$ cat src/rtl/key_mode_sequencer.sv
// key_mode_sequencer
//   Front-end for the switch / 7-segment display datapath. Synchronizes the
//   slide switches and the active-low push-buttons, and debounces the buttons.
//   A small mode FSM selects how the operand is presented: original, ones'
//   complement or two's complement. Each accepted key press steps the FSM.
//   The transformed operand is registered for the hex display stage.
//
// Ports
//   clk       : system clock, all flops rising-edge
//   rst_n     : asynchronous active-low reset
//   key_n     : raw push-buttons, active-low, asynchronous, bouncy
//   sw        : raw slide switches, asynchronous
//   mode      : current mode (00 ORIG, 01 ONES, 10 TWOS)
//   data_out  : registered transformed operand
//   data_upd  : one-cycle pulse when data_out changed value
//   press_evt : one-cycle pulse per key on an accepted press (debounced 1->0)

module key_mode_sequencer #(
   parameter int unsigned W               = 10,
   parameter int unsigned DEBOUNCE_CYCLES = 500000,
   parameter int unsigned CNT_W           = 20
) (
   input  logic         clk,
   input  logic         rst_n,
   input  logic [1:0]   key_n,
   input  logic [W-1:0] sw,
   output logic [1:0]   mode,
   output logic [W-1:0] data_out,
   output logic         data_upd,
   output logic [1:0]   press_evt
);

   localparam logic [CNT_W-1:0] CNT_LAST = CNT_W'(DEBOUNCE_CYCLES - 1);

   typedef enum logic [1:0] {
      ORIG = 2'b00,
      ONES = 2'b01,
      TWOS = 2'b10
   } mode_t;

   mode_t              state;

   logic [1:0]         key_s1;
   logic [1:0]         key_s2;
   logic [W-1:0]       sw_s1;
   logic [W-1:0]       sw_s;

   logic [1:0]         db;
   logic [1:0]         db_q;
   logic [CNT_W-1:0]   cnt [2];

   logic [W-1:0]       data_nxt;

   // Two-flop synchronizers. Keys idle high (released), switches idle low.
   always_ff @(posedge clk or negedge rst_n) begin
      if (!rst_n) begin
         key_s1 <= '1;
         key_s2 <= '1;
         sw_s1  <= '0;
         sw_s   <= '0;
      end else begin
         key_s1 <= key_n;
         key_s2 <= key_s1;
         sw_s1  <= sw;
         sw_s   <= sw_s1;
      end
   end

   // Debounce: a key level change is accepted only after DEBOUNCE_CYCLES
   // consecutive cycles of the new synced level; any reversion restarts.
   // db_q is the previous debounced level, so press_evt fires one cycle
   // after the debounced level falls.
   always_ff @(posedge clk or negedge rst_n) begin
      if (!rst_n) begin
         db        <= '1;
         db_q      <= '1;
         cnt[0]    <= '0;
         cnt[1]    <= '0;
         press_evt <= '0;
      end else begin
         db_q      <= db;
         press_evt <= db_q & ~db;
         for (int unsigned i = 0; i < 2; i++) begin
            if (key_s2[i] == db[i]) begin
               cnt[i] <= '0;
            end else if (cnt[i] == CNT_LAST) begin
               db[i]  <= key_s2[i];
               cnt[i] <= '0;
            end else begin
               cnt[i] <= cnt[i] + CNT_W'(1);
            end
         end
      end
   end

   // Mode FSM. Simultaneous presses force ORIG; a key whose mode is already
   // selected toggles back to ORIG.
   always_ff @(posedge clk or negedge rst_n) begin
      if (!rst_n) begin
         state <= ORIG;
      end else begin
         unique case (press_evt)
            2'b11:   state <= ORIG;
            2'b01:   state <= (state == ONES) ? ORIG : ONES;
            2'b10:   state <= (state == TWOS) ? ORIG : TWOS;
            default: state <= state;
         endcase
      end
   end

   assign mode = state;

   always_comb begin
      data_nxt = sw_s;
      unique case (state)
         ORIG:    data_nxt = sw_s;
         ONES:    data_nxt = ~sw_s;
         TWOS:    data_nxt = ~sw_s + W'(1);
         default: data_nxt = sw_s;
      endcase
   end

   // data_upd compares against the value being replaced, so a mode change
   // that yields the same operand produces no pulse.
   always_ff @(posedge clk or negedge rst_n) begin
      if (!rst_n) begin
         data_out <= '0;
         data_upd <= 1'b0;
      end else begin
         data_out <= data_nxt;
         data_upd <= (data_nxt != data_out);
      end
   end

endmodule
$ cat config.mk
export PLATFORM = sky130hd
export DESIGN_NAME = key_mode_sequencer
export DESIGN_NICKNAME = d
export VERILOG_FILES = /design/src/rtl/key_mode_sequencer.sv
export SDC_FILE = /design/constraint.sdc
export NUM_CORES = 1
export LEC_CHECK = 0
export BUFFER_PORTS_ARGS = -buffer_cell sky130_fd_sc_hd__buf_2
export CORE_MARGIN = 4
export CORE_UTILIZATION = 45
export DETAILED_ROUTE_END_ITERATION = 16
export GPL_ROUTABILITY_DRIVEN = 0
export PLACE_DENSITY_LB_ADDON = 0.15
export SETUP_SLACK_MARGIN = 0.4
export SKIP_CTS_REPAIR_TIMING = 1
export SLEW_MARGIN = 5
export SYNTH_ARGS = -nofsm -noshare
export SYNTH_HDL_FRONTEND = slang
export SYNTH_SLANG_ARGS = --single-unit
export TNS_END_PERCENT = 20
$ cat constraint.sdc
create_clock -name clk -period 2.9 [get_ports clk]
set_clock_uncertainty 0.05 [all_clocks]
set_input_delay 0.145 -clock clk [delete_from_list [all_inputs] [get_ports clk]]
set_output_delay 0.145 -clock clk [all_outputs]
set_load 0.005 [all_outputs]
==> impl_metrics.py, run 1 <==
metrics = {
    "yosys": {
        "synthesis.nets": 375,
        "synth_top_family_by_area": "simple AND/OR/NAND/NOR gates",
        "synth_edf_count": 0,
        "synth_xor_area_frac": 0.101,
        "synthArstFlopShare": 1.00,
        "syn-instance-count": 353,
        "ys.flop_type": "dfrtp_1",
        "avgSynthCellArea_um2": 10.5,
        "yosys_warnings": 0,
        "synth_compound_area_frac": 0.0615,
        "synth_simple_gate_area_frac": 0.202,
        "synth-seq-cells": 83,
        "ys_seq_area_frac": 0.561,
        "synth.area.mux_share": 0.0225,
        "synth_cell_types": 41,
        "syn_area_um2": 3720,
        "synth_fa_ha_area_frac": 0.0269,
    },
    "sta": {
        "rsz0062_at_grt": "false",
        "setup_viol": 0,
        "tns_ns": 0,
        "setup_ws_ns": 0.591,
        "min_period_over_period": 0.796,
        "hold_ws_ns": -0.0811,
        "hold_violations": 75,
        "worstMarginPinSlew_ns": 1.01,
        "slew-limit-headroom": 0.328,
        "final_max_slew_viol_count": 0,
        "clock.fmax_mhz": 433,
        "final.min_clock_period_ns": 2.31,
    },
    "floorplanning": {
        "ios": 29,
        "die_y_um": 99.0,
        "rows": 32,
        "die-area_um2": 9790,
        "die_w_um": 99.0,
        "start_util": 0.472,
        "core_um2": 7890,
    },
    "layout": {
        "drive_gt1_frac": 0.153,
        "antenna_cells": 0,
        "syn_to_final_growth_pct": 15.5,
        "layout_commonest_cell": "dfrtp_1",
        "nNetsFinal": 417,
        "layout_common_cells": "dfrtp_1 (75), nor2_1 (54), buf_2 (27), nand2_1 (26), xor2_1 (24)",
    },
    "global_routing": {
        "track_usage": 0.142,
        "grt_max_degree": 84,
        "grt_pass1_vias": 2440,
        "overflow": 0,
        "grt_pass1_wl_um": 11400,
        "antenna_found_initial": 0,
    },
    "status": {
        "violations": "negative hold slack",
        "outcome": "finished, violations left",
    },
    "route": {
        "wl_per_cell_um": 13.2,
        "drtAntennaViolNets": 0,
        "drtIter0Drc": 151,
        "viasPerCell": 5.14,
        "route.detailed.drc": 0,
        "drt-total-wl_um": 6620,
        "drt_first_pass_iters": 4,
        "dr_total_vias": 2582,
    },
    "clocking": {
        "htreeDepth": 3,
        "cts_buffers": 9,
        "clk_pin_slew_worst_paths_ns": 0.08,
        "cts_buffer_depth": 2,
        "clk_latency_ns": 0.34,
        "cts_tree": "yes",
        "cts_sinks": 83,
        "cts_root_buf": "clkbuf_8",
    },
    "setup_path": {
        "timing.critical_path.arrival_ns": 2.48,
        "critPathKind": "flop to flop",
        "start_kind": "flop",
        "end_kind": "flop",
        "path_max_fanout": 14,
        "critPathRequiredTime_ns": 3.07,
    },
    "placed_design": {
        "detailedPlace.worstSlack_ns": 0.460,
        "dp_hpwl_um": 4400,
        "port_buffers": 28,
    },
    "job": {
        "drv_cap": 0,
    },
    "power": {
        "power.density_nw_per_um2": 517,
        "finalPower_mw": 2.22,
        "p_leak_nw": 1.82,
        "ir_worst_vdd_uv": 273,
    },
    "worst_hold_path": {
        "hp-class": "input port to asynchronous set/reset pin",
    },
}
[registers in the layout, summed over array words and instances, names as in the netlist]
register,cells
cnt,40
data_out,10
data_upd,1
db,2
db_q,2
key_s1,2
key_s2,2
mode,2
press_evt,2
sw_s,10
sw_s1,10
[synth_stat cells, drive strengths merged (7+ instances only)]
master	number	area, um^2
dfrtp	75	1880
or3	9	56.3
inv	13	48.8
nand4	9	56.3
dfstp	8	210
ha	8	100
xnor2	19	166
xor2	24	210
nand3	16	80.1
nand2	26	97.6
nor2	54	203
o21ai	14	70.1
nor4	7	43.8
a21oi	7	35.0
[critical path, stage by stage, from the launching register on]
cell and delay [ns]:
dfrtp_1 0.54, or4_4 0.59, or3_1 0.36, a211o_1 0.29, xor2_1 0.15, nor3_2 0.11, nand4_1 0.10
[stage by stage]
step / utilization / area (um^2) / std cells / hold slack [ns]
floorplan: - / 3720 / 353 / -0.201
global placement: 0.502 / 3960 / 474 / 0.200
detailed placement: 0.502 / 3960 / 474 / 0.201
CTS: 0.529 / 4180 / 490 / -0.171
global route: 0.545 / 4300 / 502 / 0.00113
finish: 0.545 / 4300 / 502 / -0.0811
[final timing paths]
| check | end | start | slack, ns | depth (start not counted) |
|---|---|---|---|---|
| min in group clk | sw_s[7] | sw_s1[7] | 0.30 | 0 |
| setup reg to reg | data_upd | sw_s[3] | 0.59 | 6 |
| hold reg to reg | sw_s[7] | sw_s1[7] | 0.30 | 0 |
| max in group asynchronous | sw_s[8] | rst_n | 2.24 | 1 |
| hold / removal | cnt[27] | rst_n | -0.08 | 1 |
| setup / recovery | data_upd | sw_s[3] | 0.59 | 6 |
[routing by layer]
layer  routed length, um  GRT usage  vias to the layer above
met5                   0          0                        -
met4                  74     0.0441                        0
met3                 277     0.0439                        6
met2                3190      0.217                       42
met1                3080      0.194                     1250
li1                    -          -                     1284
[layout make-up]
| class | instances | area (um^2) |
|---|---|---|
| Fill cell | 703 | 3590 |
| Sequential cell | 83 | 2090 |
| Multi-Input combinational cell | 247 | 1550 |
| Timing Repair Buffer | 41 | 270 |
| Clock buffer | 12 | 145 |
| Tap cell | 102 | 128 |
| Clock inverter | 4 | 73.8 |
| Inverter | 13 | 48.8 |
[power by group]
group | switching [mW] | leakage, nW | internal (mW)
combinational | 0.0611 | 0.661 | 0.0495
sequential | 0.0284 | 1.05 | 1.19
clock | 0.384 | 0.111 | 0.510
[cells by family after synthesis]
kind of cell	Yosys count
XOR/XNOR	43
multiplexers	8
adder cells (fa/ha/maj)	8
buffers and inverters	23
flip-flops	83
AND/OR/NAND/NOR	153
AO/OA/AOI/OAI	35
Power figures use the tool's default switching activity.
==> run 2, diff against run 1 <==
==> constraint.sdc (replaced) <==
create_clock -name clk -period 2.15 [get_ports clk]
set_clock_uncertainty 0.05 [all_clocks]
set_input_delay 0.1075 -clock clk [delete_from_list [all_inputs] [get_ports clk]]
set_output_delay 0.1075 -clock clk [all_outputs]
set_load 0.005 [all_outputs]
==> impl_metrics.py, run 2 (same netlist as run 1, synthesis figures left out) <==
metrics = {
    "route": {
        "viasPerCell": 5.23,
        "route.detailed.drc": 0,
        "drtAntennaViolNets": 0,
        "wl_met2_um": 3680,
        "wl_per_cell_um": 14.0,
        "drtIter0Drc": 142,
        "wl_met3_um": 224,
        "met1_length_um": 3400,
        "top_layer": "met4",
        "drt-total-wl_um": 7460,
        "dr_total_vias": 2790,
        "drt_first_pass_iters": 4,
    },
    "setup_path": {
        "slowest_delay_ns": 0.57,
        "end_kind": "flop",
        "reg2reg_to": "data_upd",
        "endpoint": "data_upd",
        "crit_slowest_cell": "or4_4",
        "worstRegToRegCells": 6,
        "r2r_start": "sw_s[6]",
        "path_max_fanout": 5,
        "reg2reg_slack_ns": 0.02,
        "start_kind": "flop",
        "critPathRequiredTime_ns": 2.33,
        "crit_start": "sw_s[6]",
        "worstPathCellList": "or4_4, or3_1, a211o_1, xor2_1, nor3_2, nand4_1",
        "timing.critical_path.arrival_ns": 2.31,
        "critPathKind": "flop to flop",
    },
    "power": {
        "ir_worst_vdd_uv": 386,
        "p_leak_nw": 1.99,
        "swShare": 0.231,
        "seqPwrFrac": 0.531,
        "p_int_mw": 2.37,
        "p_sw_uw": 712,
        "power.share.clock": 0.395,
        "power.density_nw_per_um2": 632,
        "pwr-share-comb": 0.075,
        "finalPower_mw": 3.08,
    },
    "floorplanning": {
        "rows": 32,
        "die_y_um": 99.0,
        "start_util": 0.472,
        "core_um2": 7890,
        "die-area_um2": 9790,
        "ios": 29,
        "die_w_um": 99.0,
    },
    "layout": {
        "fin_cells": 533,
        "nNetsFinal": 448,
        "regArea_um2": 2090,
        "largest_register": "cnt",
        "layout_commonest_cell": "dfrtp_1",
        "syn_to_final_growth_pct": 31.0,
        "layout_common_cells": "dfrtp_1 (74), nor2_1 (28), buf_2 (27), buf_4 (27), nand2_1 (26)",
        "nFillCells": 652,
        "antenna_cells": 0,
        "multi_input_area_um2": 1830,
        "largest_register_ff_count": 40,
        "drive_gt1_frac": 0.318,
        "final_core_util": 0.618,
    },
    "clocking": {
        "cts_buffer_depth": 2,
        "clk_latency_ns": 0.35,
        "htreeDepth": 3,
        "cts_buffers": 9,
        "cts_tree": "yes",
        "cts_root_buf": "clkbuf_8",
        "clk_pin_slew_worst_paths_ns": 0.09,
        "cts_sinks": 83,
    },
    "global_routing": {
        "grt_pass1_wl_um": 12100,
        "overflow": 0,
        "track_usage": 0.152,
        "grt_pass1_vias": 2592,
        "antenna_found_initial": 0,
        "grt_max_degree": 36,
    },
    "placed_design": {
        "dp_hpwl_um": 4780,
        "place_inst": 498,
        "port_buffers": 28,
    },
    "job": {
        "drv_cap": 0,
    },
    "worst_hold_path": {
        "hp-class": "input port to asynchronous set/reset pin",
    },
    "sta": {
        "hold_ws_ns": 0.196,
        "rsz0062_at_grt": "true",
        "clock.fmax_mhz": 470,
        "slew-limit-headroom": 0.697,
        "final_max_slew_viol_count": 0,
        "worstMarginPinSlew_ns": 0.454,
        "hold_violations": 0,
        "setup_viol": 0,
        "final.min_clock_period_ns": 2.13,
        "min_period_over_period": 0.991,
    },
    "status": {
        "outcome": "complete, no violations",
    },
}
-- run 2: cell types whose count changed in the layout (fill, tap and decap cells not counted), sizes merged --
cell,change
buf,+29
clkbuf,-1
clkinv,-2
clkinvlp,+4
dlygate4sd3,+1
-- run 2: layout make-up --
cell class | instances | share of cell area
Inverter | 13 | 0.0100
Clock inverter | 6 | 0.0185
Sequential cell | 83 | 0.428
Multi-Input combinational cell | 247 | 0.375
Clock buffer | 10 | 0.0262
Timing Repair Buffer | 72 | 0.116
Tap cell | 102 | 0.0262
-- run 2: worst min-delay path by stage --
stage               startpoint      end
floorplan                rst_n   cnt[0]
global placement         rst_n  cnt[34]
detailed placement       rst_n  cnt[32]
CTS                      rst_n  mode[0]
global route             rst_n  mode[0]
finish                   rst_n  cnt[32]
-- run 2: critical path, delay by kind of cell, from the launching register on --
family | cells | cell delay, ns
xor+xnor | 1 | 0.16
compound gates | 1 | 0.29
flops | 1 | 0.39
simple gates | 4 | 1.13
-- run 2: metal layers --
layer	GRT usage	up-vias
li1	-	1346
met1	0.209	1381
met2	0.233	49
met3	0.0347	14
met4	0.0641	0
met5	0	-
-- run 2: per-stage QoR --
step | setup TNS (ns) | area [um^2] | worst slack (ns)
after floorplan | 0 | 3740 | 0.0645
final | 0 | 4870 | 0.0203
after global routing | -0.128 | 4870 | -0.126
after global placement | 0 | 4180 | 0.0161
after detailed placement | -0.0845 | 4180 | -0.0845
after CTS | -0.0956 | 4400 | -0.0956
-- run 2: power by group through the flow --
stage          Combinational [mW]  Sequential (mW)  Clock, mW
2_1_floorplan              0.0772             1.66          0
3_3_place_gp                0.173             1.66          0
3_5_place_dp                0.174             1.67          0
4_1_cts                     0.175             1.63       1.26
5_1_grt                     0.255             1.64       1.33
6_report                    0.230             1.63       1.21
